### src/rtl/uart_rx_fifo.sv
// Purpose : receive-side byte buffer behind uart_rx; edge-detects rx_ready/rx_error,
//           drops framing-error bytes and queues good bytes in a first-word-fall-through FIFO.
// Latency : a byte whose rx_ready rise is sampled at edge N is visible on rd_data after edge N.
// Backpressure: none toward uart_rx. A byte offered while full (and not popped in the same
//           cycle) is dropped and sets sticky overflow. A pop while empty sets sticky underflow.
//
// Ports:
//   clk50m, rst_n          clock and asynchronous active-low reset
//   rx_data/rx_ready       byte and data-ready level from uart_rx (event = 0->1 of rx_ready)
//   rx_error               framing-error level from uart_rx (event = 0->1)
//   rd_en                  consumer pop request
//   clr_flags              synchronous clear of overflow, underflow and err_cnt
//   rd_data                head entry, valid while empty=0 (reads 8'h00 while empty)
//   empty/full/count       fill state, all derived from one registered count
//   overflow/underflow     sticky status flags
//   err_cnt                saturating count of rx_error rising edges
module uart_rx_fifo #(
    parameter int DEPTH     = 16,
    parameter int ERR_CNT_W = 8
) (
    input  logic                       clk50m,
    input  logic                       rst_n,
    input  logic [7:0]                 rx_data,
    input  logic                       rx_ready,
    input  logic                       rx_error,
    input  logic                       rd_en,
    input  logic                       clr_flags,
    output logic [7:0]                 rd_data,
    output logic                       empty,
    output logic                       full,
    output logic [$clog2(DEPTH):0]     count,
    output logic                       overflow,
    output logic                       underflow,
    output logic [ERR_CNT_W-1:0]       err_cnt
);

    localparam int PW = $clog2(DEPTH);
    localparam int CW = PW + 1;

    // ------------------------------------------------------------------
    // Edge detection of the uart_rx level flags
    // ------------------------------------------------------------------
    // Both history registers come out of reset high so that a level already
    // asserted when reset is released is not mistaken for a new event.
    logic rdy_q;
    logic err_q;

    always_ff @(posedge clk50m or negedge rst_n) begin
        if (!rst_n) begin
            rdy_q <= 1'b1;
            err_q <= 1'b1;
        end else begin
            rdy_q <= rx_ready;
            err_q <= rx_error;
        end
    end

    logic push_evt;
    logic err_evt;

    // A frame flagged bad at the moment rx_ready rises is never offered.
    assign push_evt = rx_ready & ~rdy_q & ~rx_error;
    assign err_evt  = rx_error & ~err_q;

    // ------------------------------------------------------------------
    // FIFO storage and pointers
    // ------------------------------------------------------------------
    logic [7:0]    mem [DEPTH];
    logic [PW-1:0] wr_ptr;
    logic [PW-1:0] rd_ptr;
    logic [CW-1:0] count_q;

    assign empty = (count_q == '0);
    assign full  = (count_q == CW'(DEPTH));
    assign count = count_q;

    logic pop_ok;
    logic push_ok;

    // A pop in the same cycle frees the slot, so a push into a full FIFO is
    // still accepted when it coincides with a legal pop.
    assign pop_ok  = rd_en & ~empty;
    assign push_ok = push_evt & (~full | pop_ok);

    // Storage carries no reset; contents are don't-care until written.
    always_ff @(posedge clk50m) begin
        if (push_ok) begin
            mem[wr_ptr] <= rx_data;
        end
    end

    logic [CW-1:0] count_nxt;

    always_comb begin
        count_nxt = count_q;
        unique case ({push_ok, pop_ok})
            2'b10:   count_nxt = count_q + CW'(1);
            2'b01:   count_nxt = count_q - CW'(1);
            default: count_nxt = count_q;
        endcase
    end

    always_ff @(posedge clk50m or negedge rst_n) begin
        if (!rst_n) begin
            wr_ptr  <= '0;
            rd_ptr  <= '0;
            count_q <= '0;
        end else begin
            if (push_ok) begin
                wr_ptr <= wr_ptr + PW'(1);
            end
            if (pop_ok) begin
                rd_ptr <= rd_ptr + PW'(1);
            end
            count_q <= count_nxt;
        end
    end

    // First-word fall-through head. Forced to zero while empty so the output
    // is defined out of reset even though the storage itself is not reset.
    assign rd_data = empty ? 8'h00 : mem[rd_ptr];

    // ------------------------------------------------------------------
    // Sticky status and error counter
    // ------------------------------------------------------------------
    logic ovf_set;
    logic udf_set;

    assign ovf_set = push_evt & full & ~pop_ok;
    assign udf_set = rd_en & empty;

    // clr_flags takes priority over a same-cycle set or increment.
    always_ff @(posedge clk50m or negedge rst_n) begin
        if (!rst_n) begin
            overflow  <= 1'b0;
            underflow <= 1'b0;
            err_cnt   <= '0;
        end else if (clr_flags) begin
            overflow  <= 1'b0;
            underflow <= 1'b0;
            err_cnt   <= '0;
        end else begin
            if (ovf_set) begin
                overflow <= 1'b1;
            end
            if (udf_set) begin
                underflow <= 1'b1;
            end
            if (err_evt && (err_cnt != {ERR_CNT_W{1'b1}})) begin
                err_cnt <= err_cnt + ERR_CNT_W'(1);
            end
        end
    end

endmodule

### config.mk
export PLATFORM = sky130hd
export DESIGN_NAME = uart_rx_fifo
export DESIGN_NICKNAME = d
export VERILOG_FILES = /design/src/rtl/uart_rx_fifo.sv
export SDC_FILE = /design/constraint.sdc
export NUM_CORES = 1
export LEC_CHECK = 0
export BUFFER_PORTS_ARGS = -buffer_cell sky130_fd_sc_hd__buf_2
export CORE_MARGIN = 2
export CORE_UTILIZATION = 60
export CTS_CLUSTER_DIAMETER = 40
export DETAILED_ROUTE_END_ITERATION = 8
export MAX_ROUTING_LAYER = met4
export PLACE_DENSITY = 0.84
export SYNTH_ARGS = -nofsm -noshare
export SYNTH_HDL_FRONTEND = slang
export SYNTH_SLANG_ARGS = --single-unit
### constraint.sdc
create_clock -name clk50m -period 2.9 [get_ports clk50m]
set_clock_uncertainty 0.05 [all_clocks]
set_input_delay 0.145 -clock clk50m [delete_from_list [all_inputs] [get_ports clk50m]]
set_output_delay 0.145 -clock clk50m [all_outputs]
set_load 0.01 [all_outputs]
==> flow_summary.ini <==
[run_status]
status = complete, no violations

[critical_path]
cp_max_fo = 24
r2r_slack_ns = 0.26
r2r_start = count[3]$_DFFE_PN0P_
crit_path_start_kind = flip-flop
cp.arrival_ns = 2.52
critPathRequiredTime_ns = 2.71
reg2reg_depth = 9
r2r_end = count[4]$_DFFE_PN0P_
crit_type = flip-flop to primary output
cp-end-kind = primary output

[clock_tree]
htreeDepth = 4
cts_made_buffers = 17
clk_latency_ns = 0.51
clk_pin_slew_ns = 0.06
clock-sinks = 153
cts_tree = built
root_buffer = clkbuf_8
clock_path_buffers = 2

[timing]
maxSlewViolCount = 0
fin_crit_ns = 2.71
hold_viol = 0
tns_ns = 0
slew_headroom_pct = 50.8
min_period_over_period_pct = 93.5
worst_pin_slew_ns = 0.737
clock.fmax_ghz = 0.369
worst_slack_ns = 0.189
finalSetupViolCount = 0

[placed_design]
gp_congestion = 0.824
portBuffers = 38
dpl.hpwl_um = 7550
post-place-ws_ns = 0.155
place_area_um2 = 6780

[grt]
overflow = 0
grt_max_degree = 26
track_usage_pct = 25.5
grt_pass1_vias = 3637
antenna_found_initial = 0
grt_pass1_wl_um = 20100

[detailed_routing]
postRouteAntennaNets = 0
wl_um = 13100
first_iter_violations = 320
vias = 3521
wl_per_cell_um = 22.9
drt_pre_antenna_iters = 5
routed_via_density = 6.16
drc = 0

[cells_and_area]
fin_area_um2 = 7490
seq_area_um2 = 4480
drive_gt1_share_pct = 30.3
utilization_pct = 72.9
multi_input_area_um2 = 1750
layout_common_cells = edfxtp_1 (128), buf_2 (38), mux4_2 (32), dfrtp_1 (22)
final_common_cell = edfxtp_1
diodes = 0
layout.nets = 447
nFillCells = 590
syn_to_final_growth_pct = 18.1

[die]
initial_utilization_pct = 61.7
coreArea_um2 = 10300
dieArea_um2 = 11400
ios = 39
core.rowCount = 37
die_h_um = 107
fp.dieW_um = 107

[min_path]
min_path_type = input port to asynchronous set/reset pin

[synthesis]
syn_inst = 349
synth.distinct_cells = 45
ys_ff_latch = 153
syn_avg_cell_area_um2 = 18.2
seq_area_frac_synth_pct = 70.5
synth_nets = 373
syn_area_um2 = 6340
ys.warnings.count = 0

[pwr]
p_total_w = 0.00686
vdd_drop_max_uv = 414
power.density_nw_per_um2 = 915
p_leak_nw = 2.68

[run]
timing.max_cap.violations = 0
==> how the worst max path moves through the flow <==
stage                               start                   end  slack [ns]  cells after the start
detailed placement   count[1]$_DFFE_PN0P_  count[4]$_DFFE_PN0P_        0.15                      9
global route         count[3]$_DFFE_PN0P_  count[4]$_DFFE_PN0P_      -0.001                      9
CTS                 rd_ptr[1]$_DFFE_PN0P_            rd_data[5]        0.13                      6
floorplan            count[1]$_DFFE_PN0P_  count[4]$_DFFE_PN0P_        0.45                      9
finish              rd_ptr[1]$_DFFE_PN0P_            rd_data[1]        0.19                      6
global placement     count[1]$_DFFE_PN0P_  count[4]$_DFFE_PN0P_        0.34                      9
==> what timing repair did <==
| item | 4_1_cts | 5_1_grt |
|---|---|---|
| setup buffers | 0 | 1 |
| hold buffers | 13 | 0 |
| endpoints found under the setup margin | 0 | 3 |
| endpoints found under the hold margin | 165 | 0 |
| gates resized for setup | 0 | 1 |
==> cell usage after synthesis (all sizes together) <==
cell type | n | area [µm²]
o22ai | 1 | 20.0
or3b | 1 | 8.76
nor3 | 5 | 25.0
clkbuf | 2 | 8.75
nor4 | 2 | 27.5
xnor2 | 8 | 70.1
o21ai | 3 | 15.0
dfstp | 2 | 52.6
or3 | 1 | 6.26
a311oi | 3 | 26.3
a21oi | 8 | 40.0
inv | 7 | 26.3
o311ai | 1 | 8.76
nor2b | 9 | 56.3
dfrtp | 23 | 576
edfxtp | 128 | 3840
mux2i | 12 | 120
mux4 | 32 | 721
nand4 | 5 | 31.3
and3 | 1 | 6.26
ha | 9 | 113
mux2 | 3 | 41.3
a31oi | 2 | 27.5
nor3b | 1 | 7.51
a21o | 1 | 7.51
xor2 | 4 | 35.0
and4b | 2 | 20.0
nor2 | 21 | 78.8
o21a | 1 | 7.51
nand2 | 10 | 40.0
a211oi | 16 | 120
and2 | 3 | 21.3
nand2b | 3 | 18.8
nand3 | 2 | 10.0
fa | 1 | 20.0
buf | 16 | 87.6
==> cell type report <==
| cell class | instances | area share [%] |
|---|---|---|
| flip-flops and latches | 153 | 59.7 |
| multi-input cells | 171 | 23.4 |
| repair buffers | 73 | 6.64 |
| clock buffers | 20 | 5.68 |
| well taps | 136 | 2.27 |
| clock inverters | 12 | 1.99 |
| inverters | 7 | 0.351 |
==> power breakdown <==
part / total (W) / internal [W] / switching [W]
Combinational: 0.00197 / 0.000959 / 0.00101
Clock: 0.00214 / 0.00131 / 0.000829
Sequential: 0.00275 / 0.00253 / 0.000218
==> through the flow <==
stage	hold WS (ns)	cells
after floorplan	-0.201	349
after global placement	0.109	526
after detailed placement	0.112	526
after CTS	0.0957	571
after global routing	0.147	572
final	0.102	572
==> routing by layer <==
layer | share of wire, % | global-route usage [%]
met3 | 6.3 | 6.99
met5 | 0 | -
met2 | 51 | 40.4
met4 | 2.2 | 9.74
met1 | 40 | 32.1
==> logic make-up after synthesis <==
kind of cell,Yosys count,synth area share (%)
flip-flops,153,70.5
AND/OR/NAND/NOR,66,5.64
multiplexers,47,13.9
AO/OA/AOI/OAI,36,4.30
buffers and inverters,25,1.93
XOR/XNOR,12,1.66
adder cells (fa/ha/maj),10,2.09
==> worst max-delay path, stage by stage, from the launching register on <==
cell	delay, ns
dfrtp_4	0.55
buf_12	0.23
mux4_2	0.52
nor2b_1	0.15
a211oi_1	0.26
a211oi_1	0.09
buf_2	0.20
==> flip-flops by register name (all words and copies together), names as in the netlist <==
signal,cells
count,5
err_cnt,8
err_q,1
mem,128
overflow,1
rd_ptr,4
rdy_q,1
underflow,1
wr_ptr,4
Power figures use the tool's default switching activity.
